<file path="src/rtl/apb_pkg.sv">
// Shared APB definitions: default widths, FSM state codes and the command record
// used by both the requester and its benches.
package apb_pkg;

   localparam int APB_ADDR_W  = 32;
   localparam int APB_DATA_W  = 32;
   localparam int APB_TIMEOUT = 16;

   typedef enum logic [1:0] {
      IDLE   = 2'd0,
      SETUP  = 2'd1,
      ACCESS = 2'd2
   } apb_state_e;

   // Plain constants mirror the enum so the FSM register stays a simple vector.
   localparam logic [1:0] ST_IDLE   = 2'd0;
   localparam logic [1:0] ST_SETUP  = 2'd1;
   localparam logic [1:0] ST_ACCESS = 2'd2;

   typedef struct packed {
      logic                    write;
      logic [APB_ADDR_W-1:0]   addr;
      logic [APB_DATA_W-1:0]   wdata;
      logic [APB_DATA_W/8-1:0] strb;
   } apb_cmd_t;

endpackage

</file>
<file path="src/rtl/apb_wait_timer.sv">
// Saturating wait-state counter. o_expired flags the enabled cycle in which the
// count reaches TIMEOUT_CYCLES; it is tied low when TIMEOUT_CYCLES is 0.
module apb_wait_timer
   import apb_pkg::*;
#(
   parameter int TIMEOUT_CYCLES = APB_TIMEOUT
) (
   input  logic i_clk,
   input  logic i_rst,
   input  logic i_clr,
   input  logic i_en,
   output logic o_expired
);

   localparam int            CW    = (TIMEOUT_CYCLES > 0) ? $clog2(TIMEOUT_CYCLES + 1) : 1;
   localparam logic [CW-1:0] LIMIT = CW'(TIMEOUT_CYCLES);
   localparam logic [CW-1:0] LAST  = CW'((TIMEOUT_CYCLES > 0) ? TIMEOUT_CYCLES - 1 : 0);

   logic [CW-1:0] r_cnt;

   always_ff @(posedge i_clk) begin
      if (i_rst || i_clr) begin
         r_cnt <= '0;
      end else if (i_en && (r_cnt != LIMIT)) begin
         r_cnt <= r_cnt + 1'b1;
      end
   end

   // The increment happening this cycle is the one that would reach the limit.
   assign o_expired = (TIMEOUT_CYCLES != 0) && i_en && (r_cnt == LAST);

endmodule

</file>
<file path="src/rtl/apb_master.sv">
// Single-outstanding APB3/APB4 requester: a valid/ready command port in,
// one response pulse out per command, with an optional PREADY timeout.
module apb_master
   import apb_pkg::*;
#(
   parameter int ADDR_WIDTH     = APB_ADDR_W,
   parameter int DATA_WIDTH     = APB_DATA_W,
   parameter int TIMEOUT_CYCLES = APB_TIMEOUT
) (
   input  logic                    PCLK,
   input  logic                    PRESET,
   input  logic                    cmd_valid,
   output logic                    cmd_ready,
   input  logic                    cmd_write,
   input  logic [ADDR_WIDTH-1:0]   cmd_addr,
   input  logic [DATA_WIDTH-1:0]   cmd_wdata,
   input  logic [DATA_WIDTH/8-1:0] cmd_strb,
   output logic                    rsp_valid,
   output logic [DATA_WIDTH-1:0]   rsp_rdata,
   output logic                    rsp_err,
   output logic [ADDR_WIDTH-1:0]   PADDR,
   output logic                    PWRITE,
   output logic [DATA_WIDTH-1:0]   PWDATA,
   output logic [DATA_WIDTH/8-1:0] PSTRB,
   output logic                    PSEL,
   output logic                    PENABLE,
   input  logic [DATA_WIDTH-1:0]   PRDATA,
   input  logic                    PREADY,
   input  logic                    PSLVERR,
   output logic [1:0]              o_dbg_state
);

   // Command port handshake: a command transfers on a rising PCLK edge where
   // cmd_valid and cmd_ready are both high; cmd_ready is high only in IDLE.
   logic [1:0]              r_state;
   logic                    r_write;
   logic [ADDR_WIDTH-1:0]   r_addr;
   logic [DATA_WIDTH-1:0]   r_wdata;
   logic [DATA_WIDTH/8-1:0] r_strb;
   logic                    r_rsp_valid;
   logic                    r_rsp_err;
   logic [DATA_WIDTH-1:0]   r_rsp_rdata;
   logic                    w_in_setup;
   logic                    w_wait_cycle;
   logic                    w_expired;

   assign w_in_setup   = (r_state == ST_SETUP);
   assign w_wait_cycle = (r_state == ST_ACCESS) && !PREADY;

   apb_wait_timer #(.TIMEOUT_CYCLES(TIMEOUT_CYCLES)) u_wait_timer (
      .i_clk     (PCLK),
      .i_rst     (PRESET),
      .i_clr     (w_in_setup),
      .i_en      (w_wait_cycle),
      .o_expired (w_expired)
   );

   always_ff @(posedge PCLK) begin
      if (PRESET) begin
         r_state     <= ST_IDLE;
         r_write     <= 1'b0;
         r_addr      <= '0;
         r_wdata     <= '0;
         r_strb      <= '0;
         r_rsp_valid <= 1'b0;
         r_rsp_err   <= 1'b0;
         r_rsp_rdata <= '0;
      end else begin
         r_rsp_valid <= 1'b0;
         case (r_state)
            ST_IDLE: begin
               if (cmd_valid) begin
                  r_write <= cmd_write;
                  r_addr  <= cmd_addr;
                  r_wdata <= cmd_wdata;
                  r_strb  <= cmd_strb;
                  r_state <= ST_SETUP;
               end
            end
            ST_SETUP: r_state <= ST_ACCESS;
            ST_ACCESS: begin
               // PREADY takes priority over a timeout landing in the same cycle.
               if (PREADY) begin
                  r_rsp_valid <= 1'b1;
                  r_rsp_err   <= PSLVERR;
                  r_rsp_rdata <= (!r_write && !PSLVERR) ? PRDATA : '0;
                  r_state     <= ST_IDLE;
               end else if (w_expired) begin
                  r_rsp_valid <= 1'b1;
                  r_rsp_err   <= 1'b1;
                  r_rsp_rdata <= '0;
                  r_state     <= ST_IDLE;
               end
            end
            default: r_state <= ST_IDLE;
         endcase
      end
   end

   assign cmd_ready   = (r_state == ST_IDLE);
   assign PSEL        = (r_state != ST_IDLE);
   assign PENABLE     = (r_state == ST_ACCESS);
   assign PADDR       = r_addr;
   assign PWRITE      = r_write;
   assign PWDATA      = r_wdata;
   assign PSTRB       = r_write ? r_strb : '0;
   assign rsp_valid   = r_rsp_valid;
   assign rsp_rdata   = r_rsp_rdata;
   assign rsp_err     = r_rsp_err;
   assign o_dbg_state = r_state;

endmodule

</file>
<file path="config.mk">
export PLATFORM = sky130hd
export DESIGN_NAME = apb_master
export DESIGN_NICKNAME = d
export VERILOG_FILES = /design/src/rtl/apb_pkg.sv /design/src/rtl/apb_wait_timer.sv /design/src/rtl/apb_master.sv
export SDC_FILE = /design/constraint.sdc
export NUM_CORES = 1
export LEC_CHECK = 0
export ABC_AREA = 1
export CORE_MARGIN = 1.5
export CORE_UTILIZATION = 40
export DETAILED_ROUTE_END_ITERATION = 7
export PLACE_DENSITY = 0.79
export SLEW_MARGIN = 10
export SYNTH_ARGS = -nofsm -noshare
export SYNTH_HDL_FRONTEND = slang
export SYNTH_SLANG_ARGS = --single-unit
</file>
<file path="constraint.sdc">
create_clock -name PCLK -period 2.1 [get_ports PCLK]
set_input_delay 0.21 -clock PCLK [delete_from_list [all_inputs] [get_ports PCLK]]
set_output_delay 0.21 -clock PCLK [all_outputs]
set_load 0.02 [all_outputs]
</file>
**After elaboration in Yosys (flattened, before gate mapping)**

Index checks and enable logic that the tools add are counted.

- Add/subtract/negate cells: 1
- Eq/ne operators: 6
- Muxes and demuxes: 12
- Bitwise logic cells: 1
- Reduce and logical (&&, ||, !) cells: 15

Operators by type and width:

| kind | number |
|---|---|
| 32-bit 2-to-1 mux | 3 |
| 2-bit 2-to-1 mux | 3 |
| 2-bit one-hot mux with 3 select lines | 1 |
| 2-bit AND reduction | 3 |
| 5-bit by 1-bit adder with 5-bit output, second input constant | 1 |
| 5-bit by 4-bit equality test with 1-bit output, second input constant | 1 |
| 5-bit != test, second input constant | 1 |
| 1-bit logical AND | 4 |
| 1-bit 2-to-1 mux | 4 |
| 4-bit 2-to-1 mux | 1 |
| 2-bit nonzero test | 2 |
| 1-bit zero test | 3 |
| 3-bit by 1-bit != test with 1-bit output, second input constant | 1 |
| 2-bit by 1-bit equality test with 1-bit output, second input constant | 1 |
| 2-bit equality test, second input constant | 1 |
| 2-bit zero test | 1 |
| 2-bit != test, second input constant | 1 |
| 2-bit OR reduction | 1 |
| 1-bit logical OR | 1 |
| 1-bit NOT | 1 |

- Bits in registers: 110
- Input bits: 106
- Output and inout bits: 108

**Depth between registers and ports, before layout**

Gate-level depths: netlist (run 1).

- Depth in word-level cells: 6
- Gate-level depth with buffers: 9
- Mapped depth without buffers: 8

**Cells and area by module**

From an unflattened synthesis (run 1), not the netlist that was laid out.

- Cells, all modules: 584
- Area, all modules: 4309.1 µm²

Modules (own cells, without submodules):

| module | instances | cells an instance | area each (µm²) | sequential area each (µm²) |
|---|---|---|---|---|
| apb_master | 1 | 539 | 4006.3 | 2102.0 |
| apb_wait_timer | 1 | 45 | 302.8 | 100.1 |

**Worst setup path after synthesis (run 1)**

OpenSTA, ideal clock, no wires.

- Path kind: register to register
- Start: register u_wait_timer.r_cnt[0]
- End: register r_rsp_rdata[10], in the netlist rsp_rdata[10]
- Arrival: 1.368 ns
- Required time: 1.985 ns
- Path slack: 0.617 ns
- Stages on the path, launching flop included: 10
- Period minus slack after synthesis: 1.483 ns
- Cells stage by stage: dfxtp_1 ha_1 inv_1 nor3_1 ha_1 o21ai_2 inv_2 nand2_4 buf_6 o21ai_2

- Longest elaborated chain between the ends: 4

RTL lines:

| item | line | RTL |
|---|---|---|
| from (decl) | apb_wait_timer.sv:19 | `logic [CW-1:0] r_cnt;` |
| from (signal assigned) | apb_wait_timer.sv:25 | `r_cnt <= r_cnt + 1'b1;` |
| 5-bit by 4-bit equality test with 1-bit output | apb_wait_timer.sv:30 | `assign o_expired = (TIMEOUT_CYCLES != 0) && i_en && (r_cnt == LAST);` |
| 1-bit logical AND | apb_wait_timer.sv:30 |  |
| 2-bit nonzero test (no line) | -- |  |
| 2-bit AND reduction (no line) | -- |  |
| to (signal assigned) | apb_master.sv:86 | `r_rsp_rdata <= (!r_write && !PSLVERR) ? PRDATA : '0;` |
| to (decl) | apb_master.sv:42 | `logic [DATA_WIDTH-1:0] r_rsp_rdata;` |

No other way between the ends.
A chain may end at the register's enable or synchronous reset.

**Worst setup path in the final report (run 1)**

- Start: register r_write, in the netlist PWRITE
- End: output port PSTRB[3]

- Longest elaborated chain between the ends: 1

RTL lines:

| item | line | RTL |
|---|---|---|
| from (decl) | apb_master.sv:36 | `logic r_write;` |
| from (signal assigned) | apb_master.sv:73 | `r_write <= cmd_write;` |
| 4-bit 2-to-1 mux | apb_master.sv:106 | `assign PSTRB = r_write ? r_strb : '0;` |
| to (decl) | apb_master.sv:24 | `output logic [DATA_WIDTH/8-1:0] PSTRB,` |

No other way between the ends.

==> flow_summary.html, run 1 <==
<table>
<tr><th>Metric</th><th>Value</th></tr>
<tr><th colspan="2">Synth</th></tr>
<tr><td>Top area cells in the synthesized netlist</td><td>dfxtp_1 (53%), nor2_1 (13%), o21ai_0 (8.9%)</td></tr>
<tr><td>Cells after synthesis</td><td>523</td></tr>
<tr><td>Post-synth top area cell</td><td>dfxtp_1</td></tr>
<tr><td>Arithmetic-cell share of the synthesized area counting full adders, half adders and majority gates</td><td>0.901%</td></tr>
<tr><td>Unique masters post-synth</td><td>19</td></tr>
<tr><td>Xor and xnor fraction of the mapped netlist area</td><td>0%</td></tr>
<tr><td>Portion of the post-synthesis area used by sequential elements</td><td>52.8%</td></tr>
<tr><td>Combinational family with the most area after synthesis</td><td>simple AND/OR/NAND/NOR gates</td></tr>
<tr><td>Multiplexer share of the synthesized area</td><td>0%</td></tr>
<tr><td>Post-Synth Simple-Gate Area</td><td>23.8%</td></tr>
<tr><td>Avg Cell Area, Syn</td><td>7.97 um2</td></tr>
<tr><td>Number of warning messages in the yosys log</td><td>0</td></tr>
<tr><td>Netlist Area Pre-Place</td><td>4170 um2</td></tr>
<tr><td>Synth Area in Compound Gates</td><td>16.0%</td></tr>
<tr><td>Number of synthesized register bits</td><td>110</td></tr>
<tr><td>Post-synth net total</td><td>632</td></tr>
<tr><td>Fraction of post-synthesis cell area in the top cell type by area</td><td>52.8%</td></tr>
<tr><th colspan="2">Drt</th></tr>
<tr><td>Vias after detailed routing</td><td>4157</td></tr>
<tr><td>Post-DR wirelength/cell</td><td>13.7 um</td></tr>
<tr><td>Final ANT Viol Nets</td><td>0</td></tr>
<tr><td>Detailed Route Iter0 Violations</td><td>218</td></tr>
<tr><td>Via count normalized by instance count</td><td>4.82</td></tr>
<tr><td>DRC viols</td><td>0</td></tr>
<tr><td>First drt pass iteration count</td><td>4</td></tr>
<tr><td>Final wirelength</td><td>11800 um</td></tr>
<tr><th colspan="2">Setup path</th></tr>
<tr><td>Delay of the slowest cell on the worst path</td><td>610 ps</td></tr>
<tr><td>Critical path fanouts, max</td><td>7</td></tr>
<tr><td>Cell Chain, Critical Path</td><td>nand2_1 -&gt; inv_1 -&gt; clkdlybuf4s50_1</td></tr>
<tr><td>Critical path data required time</td><td>1890 ps</td></tr>
<tr><td>Critical Path AT</td><td>1710 ps</td></tr>
<tr><td>Launching instance or port of the critical path</td><td>PWRITE</td></tr>
<tr><td>CP Launch Type</td><td>register</td></tr>
<tr><td>Slowest cell on the critical path</td><td>clkdlybuf4s50_1</td></tr>
<tr><td>Endpoint type of the worst setup path</td><td>primary output</td></tr>
<tr><td>Launch point of the worst reg-to-reg path</td><td>u_wait_timer.r_cnt[0]</td></tr>
<tr><td>Critical path class</td><td>reg2out</td></tr>
<tr><th colspan="2">STA</th></tr>
<tr><td>Number of max-slew violations in the final report</td><td>0</td></tr>
<tr><td>Unrepaired setup endpoints after global routing</td><td>false</td></tr>
<tr><td>Aggregate negative setup slack</td><td>0 ps</td></tr>
<tr><td>Worst Clk Skew</td><td>8.44 ps</td></tr>
<tr><td>Final worst path period share</td><td>91.4%</td></tr>
<tr><td>Headroom to the max-slew limit</td><td>65.3%</td></tr>
<tr><td>Count of endpoints failing hold in the final timing report</td><td>0</td></tr>
<tr><td>Slew at the pin closest to its max-slew limit</td><td>520 ps</td></tr>
<tr><td>Total of endpoints with negative setup slack in the final report</td><td>0</td></tr>
<tr><td>Worst slack on hold paths</td><td>412 ps</td></tr>
<tr><td>Minimum period implied by the final worst setup slack</td><td>1920 ps</td></tr>
<tr><td>Highest clock frequency the design can meet</td><td>0.521 GHz</td></tr>
<tr><th colspan="2">Min path</th></tr>
<tr><td>Worst Hold Launch</td><td>PRDATA[3]</td></tr>
<tr><td>Min-delay worst type</td><td>in2reg</td></tr>
<tr><th colspan="2">Power</th></tr>
<tr><td>Clock group share of total power</td><td>29.2%</td></tr>
<tr><td>Max VDD drop</td><td>411 uV</td></tr>
<tr><td>Static power due to leakage</td><td>2.56 nW</td></tr>
<tr><td>Logic pwr share</td><td>22.0%</td></tr>
<tr><td>Total power consumption of the routed design</td><td>0.00472 W</td></tr>
<tr><td>Switching Share</td><td>27.0%</td></tr>
<tr><td>Sequential share of power</td><td>48.8%</td></tr>
<tr><td>Power per standard cell area</td><td>715 nW/um2</td></tr>
<tr><td>Internal</td><td>0.00344 W</td></tr>
<tr><td>Switching power total</td><td>0.00127 W</td></tr>
<tr><th colspan="2">Layout</th></tr>
<tr><td>Fraction of layout cells with a size suffix above 1</td><td>8.40%</td></tr>
<tr><td>Post-Route Utilization</td><td>64.5%</td></tr>
<tr><td>Commonest cells after routing, fill and taps aside</td><td>clkdlybuf4s50_1 (213), nor2_1 (148), dfxtp_1 (110)</td></tr>
<tr><td>Number of nets in the finished design</td><td>830</td></tr>
<tr><td>Layout overhead on the synthesized area</td><td>58.3%</td></tr>
<tr><td>Leading cell type in the layout, fill and taps excluded</td><td>clkdlybuf4s50_1</td></tr>
<tr><td>Antenna diode count</td><td>0</td></tr>
<tr><td>FILL cells</td><td>897</td></tr>
<tr><th colspan="2">CTS</th></tr>
<tr><td>Number of buffers created by CTS</td><td>9</td></tr>
<tr><td>Post-CTS setup repair buffer count</td><td>0</td></tr>
<tr><td>Number of sinks driven by the clock tree</td><td>110</td></tr>
<tr><td>Clock-pin slew reported for the worst setup and hold paths after clock tree synthesis</td><td>100 ps</td></tr>
<tr><td>CTS HTree Levels</td><td>3</td></tr>
<tr><td>Clock tree from TritonCTS</td><td>built</td></tr>
<tr><td>Deepest clock path buffer count</td><td>2</td></tr>
<tr><td>Later-pin clock latency in the skew report</td><td>360 ps</td></tr>
<tr><td>Count of hold-fix buffers inserted at cts</td><td>0</td></tr>
<tr><td>Clock Root Buffer</td><td>clkbuf_8</td></tr>
<tr><td>Resized cells post-CTS</td><td>0</td></tr>
<tr><th colspan="2">GRT</th></tr>
<tr><td>Maximum number of pins on one net before global-route repair</td><td>50</td></tr>
<tr><td>Global Route Usage Sum</td><td>21.3%</td></tr>
<tr><td>Remaining global-route overflow</td><td>0</td></tr>
<tr><td>Wire length of the first global-routing pass</td><td>18900 um</td></tr>
<tr><td>Via count of the first global-routing pass</td><td>4009</td></tr>
<tr><td>Number of antenna violations at the first check in global routing</td><td>0</td></tr>
<tr><th colspan="2">Die</th></tr>
<tr><td>Starting Density</td><td>40.7%</td></tr>
<tr><td>Placeable core region</td><td>10200 um2</td></tr>
<tr><td>X dimension of the die</td><td>105 um</td></tr>
<tr><td># IOs</td><td>214</td></tr>
<tr><td>Chip height</td><td>105 um</td></tr>
<tr><td>Total Die Area</td><td>11000 um2</td></tr>
<tr><td>Row count</td><td>37</td></tr>
<tr><th colspan="2">Placed design</th></tr>
<tr><td>IO buf count</td><td>213</td></tr>
<tr><td>Routability congestion estimate</td><td>0.794</td></tr>
<tr><td>HPWL reported at the end of detailed placement</td><td>8640 um</td></tr>
<tr><th colspan="2">Run</th></tr>
<tr><td>Reported max-cap violation count</td><td>0</td></tr>
<tr><th colspan="2">Outcome</th></tr>
<tr><td>Status</td><td>complete, no violations</td></tr>
</table>
==> worst max-delay path, delay by kind of cell (launching register included) <==
family / cells / cell delay [ps]
AND/OR/NAND/NOR: 1 / 110
flip-flops: 1 / 560
buffers and inverters: 2 / 670
==> per-stage QoR <==
stage | std cells | worst slack [ps] | cell area [um2]
after CTS | 862 | 130 | 6600
after floorplan | 523 | 617 | 4170
after detailed placement | 846 | 345 | 6380
after global placement | 846 | 392 | 6380
after global routing | 862 | 72.6 | 6600
final | 862 | 181 | 6600
==> sequential cells by signal, indices dropped and copies added, names as in the netlist <==
name,cells
PWDATA,32
u_wait_timer.r_cnt,5
o_dbg_state,2
PWRITE,1
PADDR,32
rsp_err,1
r_strb,4
rsp_rdata,32
rsp_valid,1
==> final cells by class <==
class | instances | area, um2 | share of cell area [%]
clock buffers | 12 | 145 | 2.20
clock inverters | 4 | 70.1 | 1.06
inverters | 22 | 82.6 | 1.25
multi-input cells | 357 | 1700 | 25.7
flip-flops and latches | 110 | 2200 | 33.4
well taps | 136 | 170 | 2.58
repair buffers | 221 | 2230 | 33.8
==> power groups by stage <==
stage | Clock, W | Sequential (W) | Combinational [W]
detailed placement | 0 | 0.00235 | 0.00104
global route | 0.00150 | 0.00232 | 0.00113
global placement | 0 | 0.00234 | 0.00102
CTS | 0.00141 | 0.00230 | 0.00105
floorplan | 0 | 0.00250 | 0.000334
finish | 0.00138 | 0.00230 | 0.00104
==> cell usage after synthesis, drive strengths merged <==
| master | n |
|---|---|
| clkbuf | 16 |
| nor3 | 2 |
| o21ai | 104 |
| buf | 18 |
| nand2 | 54 |
| nand3 | 35 |
| inv | 22 |
| a21oi | 7 |
| dfxtp | 110 |
| nand4 | 1 |
| ha | 3 |
| nor2 | 151 |
==> routing by layer <==
layer	track usage (%)	share of wire [%]	vias up
met1	25.5	43	1887
met3	4.37	6.3	24
met4	9.59	2.6	0
met5	0	0	-
met2	36.6	48	172
li1	-	-	2074
==> kinds of logic (layout without fill, tap and decap cells) <==
family                   Yosys count  in the layout
AND/OR/NAND/NOR                  243            243
AO/OA/AOI/OAI                    111            111
flip-flops                       110            110
buffers and inverters             56            259
adder cells (fa/ha/maj)            3              3
==> path summary, 6_finish.rpt <==
kind / endpoint / slack (ps) / cells past startpoint
setup / recovery: PSTRB[3] / 180 / 3
hold / removal: rsp_rdata[3] / 410 / 3
setup reg to reg: rsp_rdata[1] / 320 / 8
hold reg to reg: rsp_rdata[31] / 480 / 2
(Power assumes the default switching activity.)
==> inputs of run 2 (changes only) <==
--- a/config.mk
+++ b/config.mk
@@ -6,9 +6,11 @@
 export NUM_CORES = 1
 export LEC_CHECK = 0
 export ABC_AREA = 1
+export CORE_ASPECT_RATIO = 1.25
 export CORE_MARGIN = 1.5
 export CORE_UTILIZATION = 40
 export DETAILED_ROUTE_END_ITERATION = 7
+export GPL_ROUTABILITY_DRIVEN = 0
 export PLACE_DENSITY = 0.79
 export SLEW_MARGIN = 10
 export SYNTH_ARGS = -nofsm -noshare
==> flow_summary.html, run 2 (synthesized netlist as in run 1, its figures left out) <==
<table>
<tr><th>Metric</th><th>Value</th></tr>
<tr><th colspan="2">Outcome</th></tr>
<tr><td>Status</td><td>complete, no violations (unchanged)</td></tr>
<tr><th colspan="2">Power</th></tr>
<tr><td>Total power consumption of the routed design</td><td>0.00495 W (was 0.00472 W)</td></tr>
<tr><td>Static power due to leakage</td><td>2.59 nW (was 2.56 nW)</td></tr>
<tr><td>Switching Share</td><td>26.5% (was 27.0%)</td></tr>
<tr><td>Power per standard cell area</td><td>744 nW/um2 (was 715 nW/um2)</td></tr>
<tr><td>Internal</td><td>0.00364 W (was 0.00344 W)</td></tr>
<tr><td>Clock group share of total power</td><td>32.6% (was 29.2%)</td></tr>
<tr><td>Logic pwr share</td><td>20.9% (was 22.0%)</td></tr>
<tr><td>Max VDD drop</td><td>563 uV (was 411 uV)</td></tr>
<tr><td>Switching power total</td><td>0.00131 W (was 0.00127 W)</td></tr>
<tr><td>Sequential share of power</td><td>46.5% (was 48.8%)</td></tr>
<tr><th colspan="2">CTS</th></tr>
<tr><td>Later-pin clock latency in the skew report</td><td>340 ps (was 360 ps)</td></tr>
<tr><td>Clock-pin slew reported for the worst setup and hold paths after clock tree synthesis</td><td>70 ps (was 100 ps)</td></tr>
<tr><td>Number of buffers created by CTS</td><td>9 (unchanged)</td></tr>
<tr><td>Deepest clock path buffer count</td><td>2 (unchanged)</td></tr>
<tr><td>Clock Root Buffer</td><td>clkbuf_16 (was clkbuf_8)</td></tr>
<tr><td>Clock tree from TritonCTS</td><td>built (unchanged)</td></tr>
<tr><td>CTS HTree Levels</td><td>3 (unchanged)</td></tr>
<tr><td>Resized cells post-CTS</td><td>0 (unchanged)</td></tr>
<tr><td>Number of sinks driven by the clock tree</td><td>110 (unchanged)</td></tr>
<tr><td>Count of hold-fix buffers inserted at cts</td><td>0 (unchanged)</td></tr>
<tr><td>Post-CTS setup repair buffer count</td><td>0 (unchanged)</td></tr>
<tr><th colspan="2">Setup path</th></tr>
<tr><td>CP Launch Type</td><td>register (unchanged)</td></tr>
<tr><td>FF-to-FF path depth</td><td>8 (unchanged)</td></tr>
<tr><td>Delay of the slowest cell on the worst path</td><td>630 ps (was 610 ps)</td></tr>
<tr><td>Cell Chain, Critical Path</td><td>inv_2 -&gt; nor2_4 -&gt; clkdlybuf4s50_1 (was nand2_1 -&gt; inv_1 -&gt; clkdlybuf4s50_1)</td></tr>
<tr><td>Critical path fanouts, max</td><td>4 (was 7)</td></tr>
<tr><td>Endpoint type of the worst setup path</td><td>primary output (unchanged)</td></tr>
<tr><td>Critical path class</td><td>reg2out (unchanged)</td></tr>
<tr><td>Slowest cell on the critical path</td><td>clkdlybuf4s50_1 (unchanged)</td></tr>
<tr><td>Critical path data required time</td><td>1890 ps (about the same)</td></tr>
<tr><td>Critical Path AT</td><td>1650 ps (was 1710 ps)</td></tr>
<tr><th colspan="2">Placed design</th></tr>
<tr><td>IO buf count</td><td>213 (unchanged)</td></tr>
<tr><td>Placement-stage worst setup slack</td><td>315 ps (was 345 ps)</td></tr>
<tr><td>HPWL reported at the end of detailed placement</td><td>8380 um (was 8640 um)</td></tr>
<tr><th colspan="2">Layout</th></tr>
<tr><td>Number of nets in the finished design</td><td>829 (was 830)</td></tr>
<tr><td>Antenna diode count</td><td>0 (unchanged)</td></tr>
<tr><td>Fraction of layout cells with a size suffix above 1</td><td>8.41% (was 8.40%)</td></tr>
<tr><td>Layout overhead on the synthesized area</td><td>59.7% (was 58.3%)</td></tr>
<tr><td>Commonest cells after routing, fill and taps aside</td><td>clkdlybuf4s50_1 (213), nor2_1 (148), dfxtp_1 (110) (unchanged)</td></tr>
<tr><td>Post-Route Utilization</td><td>65.9% (was 64.5%)</td></tr>
<tr><td>Leading cell type in the layout, fill and taps excluded</td><td>clkdlybuf4s50_1 (unchanged)</td></tr>
<tr><th colspan="2">Die</th></tr>
<tr><td>Row count</td><td>41 (was 37)</td></tr>
<tr><td>Starting Density</td><td>41.2% (was 40.7%)</td></tr>
<tr><td># IOs</td><td>214 (unchanged)</td></tr>
<tr><td>Total Die Area</td><td>11000 um2 (about the same)</td></tr>
<tr><td>X dimension of the die</td><td>94.3 um (was 105 um)</td></tr>
<tr><td>Chip height</td><td>117 um (was 105 um)</td></tr>
<tr><td>Placeable core region</td><td>10100 um2 (was 10200 um2)</td></tr>
<tr><th colspan="2">GRT</th></tr>
<tr><td>Via count of the first global-routing pass</td><td>3848 (was 4009)</td></tr>
<tr><td>Global Route Usage Sum</td><td>20.8% (was 21.3%)</td></tr>
<tr><td>Remaining global-route overflow</td><td>0 (unchanged)</td></tr>
<tr><td>Maximum number of pins on one net before global-route repair</td><td>64 (was 50)</td></tr>
<tr><td>Number of antenna violations at the first check in global routing</td><td>0 (unchanged)</td></tr>
<tr><td>Wire length of the first global-routing pass</td><td>18000 um (was 18900 um)</td></tr>
<tr><th colspan="2">Drt</th></tr>
<tr><td>First drt pass iteration count</td><td>4 (unchanged)</td></tr>
<tr><td>Final ANT Viol Nets</td><td>0 (unchanged)</td></tr>
<tr><td>Vias after detailed routing</td><td>4141 (was 4157)</td></tr>
<tr><td>Via count normalized by instance count</td><td>4.85 (was 4.82)</td></tr>
<tr><td>Detailed Route Iter0 Violations</td><td>175 (was 218)</td></tr>
<tr><td>Post-DR wirelength/cell</td><td>13.7 um (about the same)</td></tr>
<tr><td>DRC viols</td><td>0 (unchanged)</td></tr>
<tr><td>Final wirelength</td><td>11700 um (was 11800 um)</td></tr>
<tr><th colspan="2">Run</th></tr>
<tr><td>Reported max-cap violation count</td><td>0 (unchanged)</td></tr>
<tr><th colspan="2">STA</th></tr>
<tr><td>Worst slack on hold paths</td><td>434 ps (was 412 ps)</td></tr>
<tr><td>Headroom to the max-slew limit</td><td>64.8% (was 65.3%)</td></tr>
<tr><td>Unrepaired setup endpoints after global routing</td><td>false (unchanged)</td></tr>
<tr><td>Aggregate negative setup slack</td><td>0 ps (unchanged)</td></tr>
<tr><td>Minimum period implied by the final worst setup slack</td><td>1860 ps (was 1920 ps)</td></tr>
<tr><td>Count of endpoints failing hold in the final timing report</td><td>0 (unchanged)</td></tr>
<tr><td>Slew at the pin closest to its max-slew limit</td><td>527 ps (was 520 ps)</td></tr>
<tr><td>Total of endpoints with negative setup slack in the final report</td><td>0 (unchanged)</td></tr>
<tr><td>Final worst path period share</td><td>88.5% (was 91.4%)</td></tr>
<tr><td>Number of max-slew violations in the final report</td><td>0 (unchanged)</td></tr>
<tr><td>Post-route setup slack</td><td>242 ps (was 181 ps)</td></tr>
<tr><td>Highest clock frequency the design can meet</td><td>0.538 GHz (was 0.521 GHz)</td></tr>
<tr><td>Worst Clk Skew</td><td>6.98 ps (was 8.44 ps)</td></tr>
<tr><th colspan="2">Min path</th></tr>
<tr><td>Min-delay worst type</td><td>in2reg (unchanged)</td></tr>
<tr><td>Count of cells along the worst hold path</td><td>3 (unchanged)</td></tr>
</table>
==> run 2: cell count changes in the layout (fill, tap and decap cells not counted) <==
cell	before	now
clkinvlp_4	0	1
clkbuf_8	10	3
bufinv_16	2	0
buf_4	5	4
clkbuf_16	0	9
clkbuf_1	2	1
==> run 2: worst paths after layout <==
kind,from,end,slack (ps)
worst max-delay path,o_dbg_state[1],PENABLE,240
worst min-delay path,PRDATA[6],rsp_rdata[6],430
worst max register to register,u_wait_timer.r_cnt[0],rsp_rdata[1],260
worst min register to register,r_strb[2],r_strb[2],480
==> run 2: per-layer routing <==
layer	track usage (%)	wire (um)	up-vias
met4	6.47	153	0
li1	-	-	2075
met5	0	0	-
met2	36.3	5810	179
met3	8.20	1180	17
met1	23.2	4580	1870
==> run 2: through the flow <==
step / area, um2 / cells
floorplan: 4170 / 523
finish: 6660 / 854
global route: 6660 / 854
CTS: 6660 / 854
detailed placement: 6370 / 838
global placement: 6370 / 838
==> run 2: power groups by stage <==
stage	clock network, W	registers [W]	logic, W
after global placement	0	0.00234	0.00103
final	0.00161	0.00230	0.00103
after global routing	0.00177	0.00232	0.00112
after CTS	0.00167	0.00230	0.00104
after floorplan	0	0.00250	0.000334
after detailed placement	0	0.00235	0.00104
==> run 2: final cells by class <==
class	instances	area [um2]
Tap cell	129	161
Timing Repair Buffer	220	2220
Clock inverter	3	17.5
Sequential cell	110	2200
Fill cell	846	3450
Multi-Input combinational cell	357	1700
Inverter	22	82.6
Clock buffer	13	270
==> run 2: critical path, delay by kind of cell, from the launching register on <==
kind	cells	cell delay [ps]
buf+inv	2	720
flops	1	450
simple gates	1	150
